===== src/rtl/dco_trim_calibrator.sv =====
// Closed-loop trim controller for the 13-stage ring oscillator: counts clk cycles per
// reference period and steps a 0..25 thermometer-encoded trim code toward div.
module dco_trim_calibrator #(
    parameter int CNT_W     = 7,
    parameter int TOL       = 1,
    parameter int LOCK_N    = 4,
    parameter int INIT_CODE = 12
) (
    input  logic             clk,
    input  logic             resetb,
    input  logic             enable,
    input  logic             hold,
    input  logic             osc,
    input  logic [CNT_W-1:0] div,
    output logic [25:0]      trim,
    output logic [4:0]       code,
    output logic             locked,
    output logic             ref_lost
);

    typedef enum logic [2:0] {IDLE, ARM, MEASURE, EVAL, SETTLE} state_t;

    localparam int LOCK_W = $clog2(LOCK_N + 1);

    localparam logic [CNT_W-1:0]  CNT_MAX   = '1;
    localparam logic [CNT_W-1:0]  CNT_ONE   = CNT_W'(1);
    localparam logic [CNT_W:0]    MEAS_ONE  = (CNT_W + 1)'(1);
    localparam logic [CNT_W:0]    TOL_W     = (CNT_W + 1)'(TOL);
    localparam logic [LOCK_W-1:0] LOCK_MAX  = LOCK_W'(LOCK_N);
    localparam logic [LOCK_W-1:0] LOCK_ONE  = LOCK_W'(1);
    localparam logic [4:0]        CODE_MAX  = 5'd25;
    localparam logic [4:0]        CODE_INIT = 5'(INIT_CODE);

    // Primary-first thermometer: the low 13 stages fill before the secondary 13.
    function automatic logic [25:0] encode(input logic [4:0] n);
        logic [25:0] t;
        t = '0;
        for (int i = 0; i < 13; i++) begin
            t[i]      = (int'(n) > i);
            t[13 + i] = (int'(n) > 13 + i);
        end
        return t;
    endfunction

    logic rst_meta;
    logic rst_n;

    always_ff @(posedge clk or negedge resetb) begin
        if (!resetb) begin
            rst_meta <= 1'b0;
            rst_n    <= 1'b0;
        end else begin
            rst_meta <= 1'b1;
            rst_n    <= rst_meta;
        end
    end

    logic osc_s1, osc_s2, osc_s3;
    logic ref_edge;

    always_ff @(posedge clk or negedge rst_n) begin
        if (!rst_n) begin
            osc_s1 <= 1'b0;
            osc_s2 <= 1'b0;
            osc_s3 <= 1'b0;
        end else begin
            osc_s1 <= osc;
            osc_s2 <= osc_s1;
            osc_s3 <= osc_s2;
        end
    end

    assign ref_edge = osc_s2 & ~osc_s3;

    state_t             state, state_nxt;
    logic [CNT_W-1:0]   count, count_nxt;
    logic [CNT_W:0]     meas, meas_nxt;
    logic [LOCK_W-1:0]  lock_cnt, lock_cnt_nxt;
    logic [4:0]         code_nxt;
    logic               locked_nxt;
    logic               ref_lost_nxt;

    logic               count_sat;
    logic [CNT_W-1:0]   count_inc;
    logic [CNT_W:0]     div_w;
    logic               too_fast;
    logic               too_slow;

    assign count_sat = (count == CNT_MAX);
    assign count_inc = count_sat ? count : count + CNT_ONE;
    assign div_w     = {1'b0, div};
    assign too_fast  = (meas > div_w + TOL_W);
    assign too_slow  = (meas + TOL_W < div_w);

    always_ff @(posedge clk or negedge rst_n) begin
        if (!rst_n) begin
            state    <= IDLE;
            count    <= '0;
            meas     <= '0;
            lock_cnt <= '0;
            code     <= CODE_INIT;
            locked   <= 1'b0;
            ref_lost <= 1'b0;
            trim     <= encode(CODE_INIT);
        end else begin
            state    <= state_nxt;
            count    <= count_nxt;
            meas     <= meas_nxt;
            lock_cnt <= lock_cnt_nxt;
            code     <= code_nxt;
            locked   <= locked_nxt;
            ref_lost <= ref_lost_nxt;
            trim     <= encode(code);
        end
    end

    always_comb begin
        state_nxt    = state;
        count_nxt    = count;
        meas_nxt     = meas;
        lock_cnt_nxt = lock_cnt;
        code_nxt     = code;
        locked_nxt   = locked;
        ref_lost_nxt = ref_lost;

        if (!enable) begin
            state_nxt    = IDLE;
            count_nxt    = '0;
            lock_cnt_nxt = '0;
            code_nxt     = CODE_INIT;
            locked_nxt   = 1'b0;
            ref_lost_nxt = 1'b0;
        end else begin
            case (state)
                IDLE: begin
                    count_nxt = '0;
                    state_nxt = ARM;
                end
                ARM: begin
                    count_nxt = count_inc;
                    if (ref_edge) begin
                        count_nxt = '0;
                        state_nxt = MEASURE;
                    end
                end
                MEASURE: begin
                    // A period that saturated the counter is meaningless; re-arm instead.
                    if (ref_edge) begin
                        count_nxt = '0;
                        if (ref_lost) begin
                            ref_lost_nxt = 1'b0;
                            state_nxt    = ARM;
                        end else begin
                            meas_nxt  = {1'b0, count} + MEAS_ONE;
                            state_nxt = EVAL;
                        end
                    end else if (count_sat) begin
                        ref_lost_nxt = 1'b1;
                    end else begin
                        count_nxt = count + CNT_ONE;
                    end
                end
                EVAL: begin
                    count_nxt = count_inc;
                    state_nxt = MEASURE;
                    if (too_fast || too_slow) begin
                        lock_cnt_nxt = '0;
                        locked_nxt   = 1'b0;
                        if (!hold) begin
                            if (too_fast && code != CODE_MAX) begin
                                code_nxt  = code + 5'd1;
                                state_nxt = SETTLE;
                            end else if (too_slow && code != 5'd0) begin
                                code_nxt  = code - 5'd1;
                                state_nxt = SETTLE;
                            end
                        end
                    end else begin
                        if (lock_cnt != LOCK_MAX) begin
                            lock_cnt_nxt = lock_cnt + LOCK_ONE;
                        end
                        if (lock_cnt_nxt == LOCK_MAX) begin
                            locked_nxt = 1'b1;
                        end
                    end
                end
                SETTLE: begin
                    count_nxt = count_inc;
                    if (ref_edge) begin
                        count_nxt = '0;
                        state_nxt = MEASURE;
                    end
                end
                default: begin
                    state_nxt = IDLE;
                end
            endcase
        end
    end

endmodule


===== config.mk =====
export PLATFORM = sky130hd
export DESIGN_NAME = dco_trim_calibrator
export DESIGN_NICKNAME = d
export VERILOG_FILES = /design/src/rtl/dco_trim_calibrator.sv
export SDC_FILE = /design/constraint.sdc
export NUM_CORES = 1
export LEC_CHECK = 0
export ABC_AREA = 1
export BUFFER_PORTS_ARGS = -buffer_cell sky130_fd_sc_hd__buf_2
export CAP_MARGIN = 20
export CORE_MARGIN = 1.5
export CORE_UTILIZATION = 30
export DETAILED_ROUTE_END_ITERATION = 12
export SYNTH_ARGS = -nofsm -noshare
export SYNTH_HDL_FRONTEND = slang
export SYNTH_SLANG_ARGS = --single-unit

===== constraint.sdc =====
create_clock -name clk -period 2.5 [get_ports clk]
set_clock_uncertainty 0.1 [all_clocks]
set_input_delay 0.5 -clock clk [delete_from_list [all_inputs] [get_ports clk]]
set_output_delay 0.5 -clock clk [all_outputs]
set_load 0.05 [all_outputs]

Word-level counts from Yosys, hierarchy flattened
Cells that the tools add are included.
{"block": "totals", "reg_bits": 59, "input_bits": 12, "output_inout_bits": 33, "word_cells": 115}
{"block": "op_classes", "n_addsub": 7, "order_cmp": 28, "n_eq_ne": 18, "muxes": 34, "n_bitwise": 3, "reduce_logical": 12}
{"operator": "$gt A5 B5 Y1 const B", "count": 10}
{"operator": "$mux W3", "count": 14}
{"operator": "$gt A5 B4 Y1 const B", "count": 8}
{"operator": "$mux W5", "count": 6}
{"operator": "$mux W7", "count": 3}
{"operator": "$pmux W7 S3", "count": 1}
{"operator": "$gt A5 B3 Y1 const B", "count": 4}
{"operator": "$add A7 B1 Y8 const B", "count": 2}
{"operator": "$pmux W3 S4", "count": 1}
{"operator": "$gt A5 B1 Y1 const B", "count": 2}
{"operator": "$gt A5 B2 Y1 const B", "count": 2}
{"operator": "$ne A3 B1 Y1 const B", "count": 3}
{"operator": "$add A8 B1 Y8 const B", "count": 1}
{"operator": "$gt A8 B8 Y1", "count": 1}
{"operator": "$lt A8 B7 Y1", "count": 1}
{"operator": "$mux W1", "count": 8}
{"operator": "$reduce_and A4 Y1", "count": 2}
{"operator": "$add A7 B1 Y7 const B", "count": 1}
{"operator": "$eq A7 B7 Y1 const B", "count": 1}
{"operator": "$eq A3 B2 Y1 const B", "count": 2}
{"operator": "$eq A3 B3 Y1 const B", "count": 2}
{"operator": "$ne A2 B1 Y1 const B", "count": 3}
{"operator": "$ne A3 B3 Y1 const B", "count": 2}
{"operator": "$reduce_and A2 Y1", "count": 3}
{"operator": "other kinds (17)", "count": 19}

Depth between registers and ports, before layout
Gate-level depths: netlist of the first run.
{"block": "depth", "depth_word": 11, "ltp_mapped": 19, "depth_no_buf": 19}

Least setup slack after synthesis of the first run
Ideal clock, no wire load.
{"block": "synth_path", "kind": "input to register", "startpoint": "in div[0]", "endpoint": "reg code[0]", "setup_time_ns": 0.077, "arrival_time_ns": 2.183, "required_time_ns": 2.323, "slack_ns": 0.141, "stages": 14, "path_buffers": 0, "cell_sequence": "inv_1 -> nor3_1 -> nand3_1 -> nor2_1 -> nand2_1 -> ha_1 -> nand2_1 -> nor2_1 -> nand4_1 -> nand2_1 -> nand3_2 -> nand3_4 -> nand2_1 -> o21ai_1"}
{"block": "synth_between", "elab_chain_len": 8, "elab_cells_between_ends": 14, "cone_classes": "add/sub: 1; order compare: 2; eq/ne: 2; mux: 5; reduce/logical: 4"}
{"item": "from (decl)", "line": "14", "text": "input logic [CNT_W-1:0] div,"}
{"item": "$add A7 B1 Y8", "line": "92", "text": "assign too_fast = (meas > div_w + TOL_W);"}
{"item": "$gt A8 B8 Y1", "line": "92"}
{"item": "$logic_and A1 B1 Y1", "line": "170", "text": "if (too_fast && code != CODE_MAX) begin"}
{"item": "$mux W5", "line": "170"}
{"item": "$mux W5", "line": "169", "text": "if (!hold) begin"}
{"item": "$mux W5", "line": "166", "text": "if (too_fast || too_slow) begin"}
{"item": "$mux W5", "line": "134", "text": "case (state)"}
{"item": "$mux W5", "line": "126", "text": "if (!enable) begin"}
{"item": "to (signal assigned)", "line": "110", "text": "code <= code_nxt;"}
{"item": "to (decl)", "line": "16", "text": "output logic [4:0] code,"}
Parallel ways exist; a longest one is shown, timed or not. The select of a mux whose other input is x is not followed.
A chain may end at the register's enable or synchronous reset.

Worst setup path in the final report of the first run
{"block": "layout_path", "startpoint": "reg meas[1]", "endpoint": "reg code[4]"}
{"block": "layout_between", "elab_chain_len": 7, "elab_cells_between_ends": 14, "cone_classes": "add/sub: 1; order compare: 2; eq/ne: 2; mux: 5; reduce/logical: 4"}
{"item": "from (decl)", "line": "77", "text": "logic [CNT_W:0] meas, meas_nxt;"}
{"item": "from (signal assigned)", "line": "108", "text": "meas <= meas_nxt;"}
{"item": "parallel branches: the longest is 7 deep, another holds $add A8 B1 Y8"}
Parallel ways; which one is timed is not known. The select of a mux whose other input is x is not followed.

==> impl_metrics.env, run 1 <==
export IMPL_max_freq_mhz=422
export IMPL_clock_sinks=59
export IMPL_ir_drop_mv=0.678
export IMPL_cts_root_buf="clkbuf_8"
export IMPL_rr_startpoint="meas[1]"
export IMPL_first_global_vias=2515
export IMPL_numCtsBuffers=9
export IMPL_drive_gt1_frac=0.280
export IMPL_maxCapViolCount=0
export IMPL_drtIter0Drc=141
export IMPL_slew_violations=0
export IMPL_synth_compound_area_share=0.118
export IMPL_hp_class="reg2async"
export IMPL_dp_hpwl_um=5290
export IMPL_worstPathArrival_ps=2510
export IMPL_antenna_found_initial=0
export IMPL_rsz0062_at_grt="yes"
export IMPL_die_h_um=108
export IMPL_die_area_mm2=0.0118
export IMPL_die_w_um=108
export IMPL_synth_edff_count=0
export IMPL_synth_top_area_share=0.338
export IMPL_seqPwrFrac=0.331
export IMPL_yosys_most_used_dff="dfrtp_1"
export IMPL_synthXorXnorAreaFrac=0.0420
export IMPL_yosysSeqAreaShare=0.448
export IMPL_hold_viol_final=0
export IMPL_htreeDepth=3
export IMPL_cp_end_kind="register"
export IMPL_synth_top_family_by_area="simple AND/OR/NAND/NOR gates"
export IMPL_grt_first_pass_wirelength_um=11300
export IMPL_num_io_pins=45
export IMPL_critPathKind="reg2reg"
export IMPL_clk_pin_slew_ps=70
export IMPL_leakage_uw=0.00201
export IMPL_finalNonFillerCells=590
export IMPL_preCtsSetupSlack_ps=-241
export IMPL_rr_worst_depth=14
export IMPL_synth_fa_ha_area_frac=0.0938
export IMPL_critical_path_required_ps=2640
export IMPL_via_count=2644
export IMPL_coreArea_mm2=0.0108
export IMPL_synth_area_leaders="dfrtp_1 (34%), dfstp_2 (11%), ha_1 (9.4%)"
export IMPL_rows=38
export IMPL_fin_crit_sh=0.948
export IMPL_synth_seq_cells=59
export IMPL_port_buffer_count=44
export IMPL_yosysWarnings=0
export IMPL_wirelength_um=6800
export IMPL_yosysMostFrequentCell="nand2_1"
export IMPL_gr_total_overflow=0
export IMPL_pwr_share_clk=0.194
export IMPL_grt_max_degree=24
export IMPL_syn_area_per_cell_um2=8.68
export IMPL_antenna_cells=0
export IMPL_p_switching_uw=2150
export IMPL_grtUsageTotal=0.125
export IMPL_period_needed_ps=2370
export IMPL_cp_max_fo=8
export IMPL_drc=0
export IMPL_place_gp_congestion=0.830
export IMPL_switching_share=0.482
export IMPL_power_uw=4470
export IMPL_synthesis_instances=384
export IMPL_yosys_top_cells_count="nand2_1 (76), inv_1 (55), dfrtp_1 (45), nor2_1 (33), ha_1 (25)"
export IMPL_placed_cells=571
export IMPL_r2r_end="code[4]"
export IMPL_synth_top_cell_by_area="dfrtp_1"
export IMPL_p_int_uw=2320
export IMPL_ant_nets=0
export IMPL_syn_to_final_growth_pct=20.2
export IMPL_initial_utilization=0.308
export IMPL_clock_latency_ps=350
export IMPL_async_reset_ff_frac=1.00
export IMPL_setup_viol=0
export IMPL_nets=482
export IMPL_syn_nets=421
export IMPL_status="complete, no violations"
export IMPL_cp_start_kind="register"
export IMPL_synth_area_mux_share=0
export IMPL_combPwrFrac=0.474
export IMPL_yosysUniqueCellTypes=44
export IMPL_power_density_mw_per_mm2=1120
export IMPL_cts_buffer_depth=2
export IMPL_tns_ps=0
export IMPL_synthSimpleGateAreaFrac=0.217
export IMPL_wire_per_inst_um=11.5
export IMPL_first_pass_iters=4
export IMPL_via_per_inst=4.48
export IMPL_rrSetupSlack_ps=130
export IMPL_synth_area_mm2=0.00333
export IMPL_cts_tree="done"
export IMPL_fin_ws_ps=130
[kinds of logic after synthesis]
group,after synthesis
compound gates,65
xor+xnor,16
fa+ha+maj,25
buf+inv,64
flops,59
other cells,1
simple gates,154
[worst max-delay path by stage]
stage,start,endpoint,depth (start not counted)
2_1_floorplan,div[0],code[0],14
3_3_place_gp,div[0],code[4],16
3_5_place_dp,div[0],code[2],16
4_1_cts,div[0],code[2],16
5_1_grt,meas[2],code[1],14
6_report,meas[1],code[4],14
[power by group through the flow]
stage	clock network [µW]	logic (µW)	registers [µW]
finish	869	2120	1480
global route	947	2340	1520
CTS	910	2100	1490
detailed placement	0	2090	1500
global placement	0	2080	1500
floorplan	0	943	2190
[per-stage QoR]
step                      instance area [µm²]  hold slack (ps)   util
final                                    4010             73.8  0.370
after CTS                                3960             91.8  0.365
after global placement                   3750             85.5  0.346
after global routing                     4010              116  0.370
after detailed placement                 3750             89.2  0.346
after floorplan                          3330              104      -
[critical path: stages, from the launching register on]
cell	delay (ps)
dfrtp_1	400
ha_2	210
nand2_2	50
inv_2	70
nand4_1	90
xor2_1	200
ha_1	310
a21oi_1	130
nand2_1	80
nor2_2	150
nand3_2	110
nand3_2	90
nand3_4	120
nand2_1	100
o21ai_2	50
[repair_timing]
item,in CTS,in global routing
setup buffers,0,2
gates resized for setup,0,10
endpoints found under the setup margin,0,10
endpoints found under the hold margin,2,0
hold buffers,1,0
[cells in the final DEF (no fill, tap or decap), types with 14 or more instances in the layout]
cell     netlist  layout
a21oi_1       19      19
buf_2          1      44
dfrtp_1       45      43
dfstp_2       14      14
ha_1          25      24
inv_1         55      54
nand2_1       76      73
nor2_1        33      33
o21ai_0       20      20
[area by class of cell]
cell class,count,area (µm²)
Tap cell,140,175
Timing Repair Buffer,56,313
Sequential cell,59,1500
Inverter,58,218
Clock buffer,10,138
Multi-Input combinational cell,261,1600
Fill cell,1122,6830
Clock inverter,6,65.1
[registers in the layout, indices dropped and copies added, names as in the netlist]
signal	count
count	7
osc_s3	1
code	5
osc_s2	1
rst_meta	1
rst_n	1
meas	8
ref_lost	1
trim	26
locked	1
state	3
lock_cnt	3
osc_s1	1
[layer usage]
metal  up-vias  routed length [µm]  global-route usage
met2        43                3200               0.196
met5         -                   0                   0
li1       1363                   -                   -
met4         0                 155              0.0648
met3         9                 312              0.0380
met1      1229                3130               0.156
Power figures use the tool's default switching activity.
==> inputs of run 2 (changes only) <==
--- a/config.mk
+++ b/config.mk
@@ -11,6 +11,7 @@
 export CORE_MARGIN = 1.5
 export CORE_UTILIZATION = 30
 export DETAILED_ROUTE_END_ITERATION = 12
+export SLEW_MARGIN = 30
 export SYNTH_ARGS = -nofsm -noshare
 export SYNTH_HDL_FRONTEND = slang
 export SYNTH_SLANG_ARGS = --single-unit
==> constraint.sdc (replaced) <==
create_clock -name clk -period 2.3 [get_ports clk]
set_clock_uncertainty 0.1 [all_clocks]
set_input_delay 0.46 -clock clk [delete_from_list [all_inputs] [get_ports clk]]
set_output_delay 0.46 -clock clk [all_outputs]
set_load 0.05 [all_outputs]
==> run 2 against run 1 <==
Compared with the run above: the flow now finishes with violations (negative setup slack); count of clock-buffer cells in the layout down 1; core utilization grew 1.2 points; hold slack better by 58 ps; sequential share of layout area fell by 1.2 points; critical path depth unchanged; worst setup slack got worse by 180 ps.
==> impl_metrics.env, run 2 (same netlist as run 1, synthesis figures left out) <==
export IMPL_critPathKind="reg2reg"
export IMPL_cp_top_family="simple AND/OR/NAND/NOR gates"
export IMPL_regMostFlops="trim"
export IMPL_combPwrFrac=0.468
export IMPL_wire_per_inst_um=11.6
export IMPL_preCtsSetupSlack_ps=-254
export IMPL_cpPeakStageDelay_ps=400
export IMPL_clock_sinks=59
export IMPL_max_freq_mhz=426
export IMPL_crit_path_cell_trace="ha_2, nand2_2, inv_2, nand4_1, xor2_1, ha_1, a21oi_2, nand2_1, nor2_2, nand3_2, nand3_2, nand3_4, nand2_1, o21ai_1"
export IMPL_first_global_vias=2684
export IMPL_rsz0062_at_grt="yes"
export IMPL_crit_buf_inv=1
export IMPL_ir_drop_mv=0.639
export IMPL_grt_first_pass_wirelength_um=11800
export IMPL_slowest_stage="dfrtp_1"
export IMPL_cts_root_buf="clkbuf_8"
export IMPL_final_cell_mix="nand2_1 (69), inv_1 (54), buf_2 (44)"
export IMPL_antenna_found_initial=0
export IMPL_finalNonFillerCells=602
export IMPL_hp_class="in2reg"
export IMPL_grt_max_degree=35
export IMPL_port_buffer_count=44
export IMPL_grtUsageTotal=0.127
export IMPL_fin_crit_sh=1.02
export IMPL_switching_share=0.477
export IMPL_timing_hold_ws_ps=132
export IMPL_power_density_mw_per_mm2=1210
export IMPL_cp_start_kind="register"
export IMPL_slew_violations=0
export IMPL_via_per_inst=4.45
export IMPL_pwr_share_clk=0.213
export IMPL_cts_buffer_depth=2
export IMPL_htreeDepth=3
export IMPL_gr_total_overflow=0
export IMPL_drc=0
export IMPL_cp_end_kind="register"
export IMPL_numCtsBuffers=9
export IMPL_ant_nets=0
export IMPL_dp_hpwl_um=5240
export IMPL_worstPathArrival_ps=2470
export IMPL_hold_viol_final=0
export IMPL_cp_max_fo=8
export IMPL_place_gp_congestion=0.855
export IMPL_largest_reg_flops=26
export IMPL_p_switching_uw=2390
export IMPL_initial_utilization=0.308
export IMPL_period_needed_ps=2350
export IMPL_nFillCells=1090
export IMPL_wirelength_um=6960
export IMPL_power_uw=5010
export IMPL_placed_cells=579
export IMPL_final_common_cell="nand2_1"
export IMPL_drtIter0Drc=105
export IMPL_clk_pin_slew_ps=70
export IMPL_rows=38
export IMPL_num_io_pins=45
export IMPL_syn_to_final_growth_pct=24.1
export IMPL_nets=494
export IMPL_die_area_mm2=0.0118
export IMPL_fin_ws_ps=-46.5
export IMPL_antenna_cells=0
export IMPL_die_h_um=108
export IMPL_violations="negative setup slack"
export IMPL_seqPwrFrac=0.320
export IMPL_coreArea_mm2=0.0108
export IMPL_cts_tree="done"
export IMPL_drive_gt1_frac=0.305
export IMPL_setup_viol=6
export IMPL_leakage_uw=0.00209
export IMPL_reg_top3="trim: 26 flops, meas: 8 flops, count: 7 flops"
export IMPL_die_w_um=108
export IMPL_maxCapViolCount=0
export IMPL_critical_path_required_ps=2430
export IMPL_status="finished, violations left"
export IMPL_clock_latency_ps=350
export IMPL_p_int_uw=2620
export IMPL_first_pass_iters=4
export IMPL_via_count=2677
run 2: changes by cell type in the layout (fill, tap and decap cells not counted), sizes merged:
cell         before  now
buf              55   66
clkinvlp          4    0
clkinv            1    3
inv              58   60
bufinv            1    2
clkbuf           10    9
dlygate4sd3       1    2
run 2: path summary, 6_finish.rpt:
kind	start	to	slack, ps	depth (start not counted)
max in group asynchronous	rst_n	trim[18]	1500	1
worst min-delay path	osc	osc_s1	130	1
worst min register to register	rst_n	trim[13]	150	1
worst max-delay path	meas[1]	code[0]	-50	14
worst max register to register	meas[1]	code[0]	-50	14
min in group asynchronous	rst_n	trim[13]	150	1
run 2: through the flow:
step / cell area [µm²] / util / TNS (ps)
final: 4140 / 0.382 / -163
after detailed placement: 3810 / 0.352 / -2270
after CTS: 4100 / 0.378 / -91.9
after floorplan: 3340 / - / 0
after global routing: 4140 / 0.382 / -1930
after global placement: 3810 / 0.352 / -1690
run 2: layer usage:
metal	track usage	routed length, µm	up-vias
li1	-	-	1388
met3	0.0235	183	13
met2	0.214	3300	31
met5	0	0	-
met1	0.156	3320	1245
met4	0.0602	157	0
run 2: cell type report:
class,instances,area [µm²],area share
multi-input combinational,261,1620,0.391
inverter,58,218,0.0526
clock buffer,9,124,0.0299
tap,140,175,0.0423
timing repair buffer,68,409,0.0989
sequential,59,1500,0.362
clock inverter,7,100,0.0242
run 2: timing repair:
action | in CTS | in global routing
pin swaps | 3 | 9
hold buffers | 2 | 0
endpoints found under the setup margin | 6 | 11
endpoints found under the hold margin | 3 | 0
gates resized for setup | 4 | 12
setup buffers | 4 | 1
run 2: power groups by stage:
stage / clock network [µW] / registers [µW] / logic (µW)
after floorplan: 0 / 2390 / 1030
after global placement: 0 / 1620 / 2270
after detailed placement: 0 / 1620 / 2280
after CTS: 1100 / 1600 / 2320
after global routing: 1150 / 1640 / 2580
final: 1070 / 1600 / 2340
==> inputs of run 3 (changes only) <==
--- a/config.mk
+++ b/config.mk
@@ -10,6 +10,7 @@
 export CAP_MARGIN = 20
 export CORE_MARGIN = 1.5
 export CORE_UTILIZATION = 30
+export CTS_CLUSTER_SIZE = 28
 export DETAILED_ROUTE_END_ITERATION = 12
 export SLEW_MARGIN = 30
 export SYNTH_ARGS = -nofsm -noshare
==> constraint.sdc (replaced) <==
create_clock -name clk -period 2.75 [get_ports clk]
set_clock_uncertainty 0.1 [all_clocks]
set_input_delay 0.55 -clock clk [delete_from_list [all_inputs] [get_ports clk]]
set_output_delay 0.55 -clock clk [all_outputs]
set_load 0.05 [all_outputs]
==> run 3 against run 2 <==
Compared with the run above: the run now ends clean; global-route usage down 0.27 points; cell area fell by 5.7%; clock power is 28% lower; combinational power decreased by 21%; worst setup slack better by 420 ps; hold slack gained 42 ps.
==> impl_metrics.env, run 3 (same netlist as run 1, synthesis figures left out) <==
export IMPL_status="complete, no violations"
export IMPL_critical_path_required_ps=2930
export IMPL_setup_viol=0
export IMPL_rows=38
export IMPL_leakage_uw=0.00196
export IMPL_coreArea_mm2=0.0108
export IMPL_cts_resized_gates=0
export IMPL_power_density_mw_per_mm2=1020
export IMPL_cp_end_kind="register"
export IMPL_antenna_found_initial=0
export IMPL_syn_to_final_growth_pct=17.1
export IMPL_cp_max_fo=7
export IMPL_nets=472
export IMPL_ctsHoldBuffers=1
export IMPL_reg_top3="trim: 26 flops, meas: 8 flops, count: 7 flops"
export IMPL_wire_per_inst_um=11.4
export IMPL_dp_hpwl_um=5100
export IMPL_rsz0062_at_grt="no"
export IMPL_max_slew_margin=0.605
export IMPL_port_buffer_count=44
export IMPL_power_uw=3990
export IMPL_clock_latency_ps=340
export IMPL_first_pass_iters=4
export IMPL_worstPathArrival_ps=2550
export IMPL_htreeDepth=3
export IMPL_wirelength_um=6640
export IMPL_period_needed_ps=2380
export IMPL_cts_root_buf="clkbuf_8"
export IMPL_clock_sinks=59
export IMPL_crit_top_cell="nand2_1"
export IMPL_drtIter0Drc=114
export IMPL_crit_path_cell_trace="buf_2, inv_1, nor3_1, nand3_1, nor2_1, nand2_1, ha_1, nand2_1, nor2_1, nand4_1, nand3_4, inv_1, o21ai_0, nand3_1, nand2_1, nand2_1"
export IMPL_die_h_um=108
export IMPL_cp_start_kind="input pin"
export IMPL_ant_nets=0
export IMPL_die_w_um=108
export IMPL_critPathKind="in2reg"
export IMPL_tns_ps=0
export IMPL_drc=0
export IMPL_ir_drop_mv=0.610
export IMPL_regMostFlops="trim"
export IMPL_num_io_pins=45
export IMPL_max_freq_mhz=421
export IMPL_antenna_cells=0
export IMPL_slew_violations=0
export IMPL_place_gp_congestion=0.817
export IMPL_final_common_cell="nand2_1"
export IMPL_maxCapViolCount=0
export IMPL_first_global_vias=2540
export IMPL_clk_pin_slew_ps=70
export IMPL_cts_tree="done"
export IMPL_largest_reg_flops=26
export IMPL_hp_class="reg2async"
export IMPL_grtUsageTotal=0.125
export IMPL_die_area_mm2=0.0118
export IMPL_postCtsSetupBuffers=0
export IMPL_grt_first_pass_wirelength_um=11400
export IMPL_gr_total_overflow=0
export IMPL_cts_buffer_depth=2
export IMPL_numCtsBuffers=9
export IMPL_hold_viol_final=0
export IMPL_slowest_stage="nor3_1"
export IMPL_via_count=2604
export IMPL_fin_crit_sh=0.864
export IMPL_drive_gt1_frac=0.239
export IMPL_initial_utilization=0.308
export IMPL_cpPeakStageDelay_ps=290
export IMPL_worst_slew_pin_slew_ps=592
export IMPL_via_per_inst=4.49
export IMPL_final_cell_mix="nand2_1 (76), inv_1 (55), dfrtp_1 (44), buf_2 (44), nor2_1 (33)"
export IMPL_grt_max_degree=31
==> run 3: cell count changes in the layout (fill, tap and decap cells not counted), sizes merged <==
cell         delta
buf            -21
bufinv          -1
inv             -2
clkinvlp        +3
clkbuf          +1
dlygate4sd3     -1
clkinv          -1
==> run 3: power breakdown <==
part	switching, µW	leakage (µW)	total, µW	internal, µW
clock network	352	0.0000885	769	417
registers	198	0.000743	1360	1160
logic	1390	0.00113	1860	475
==> run 3: worst max-delay path, delay by kind of cell <==
| family | cells | cell delay, ps |
|---|---|---|
| adder cells (fa/ha/maj) | 1 | 280 |
| AND/OR/NAND/NOR | 11 | 1380 |
| AO/OA/AOI/OAI | 1 | 80 |
| buffers and inverters | 3 | 240 |
==> run 3: layout make-up <==
class	count	area, µm²
well taps	140	175
inverters	58	218
clock buffers	10	128
flip-flops and latches	59	1500
clock inverters	6	66.3
multi-input cells	261	1570
fillers	1105	6940
repair buffers	46	250
==> run 3: worst paths after layout <==
path | start | end | slack, ps | cells after the start
worst min-delay path | rst_n | trim[19] | 170 | 0
worst max register to register | meas[3] | code[2] | 400 | 15
worst min register to register | rst_n | trim[19] | 170 | 0
max in group asynchronous | rst_n | code[2] | 1740 | 1
min in group clk | osc | osc_s1 | 220 | 1
worst max-delay path | div[0] | code[2] | 370 | 16
==> run 3: metrics by stage <==
step                      std cells  hold WS [ps]   util  cell area [µm²]  worst slack (ps)
final                           580           174  0.360             3910               374
after global routing            580           191  0.360             3910               154
after CTS                       580           192  0.360             3910               388
after detailed placement        563           197  0.341             3700              11.4
after global placement          563           193  0.341             3700              43.5
after floorplan                 384           154      -             3330               341
==> run 3: metal layers <==
metal,vias up,track usage,part of all wire
li1,1345,-,-
met1,1215,0.152,0.47
met2,36,0.201,0.48
met3,8,0.0386,0.034
met4,0,0.0573,0.019
met5,-,0,0
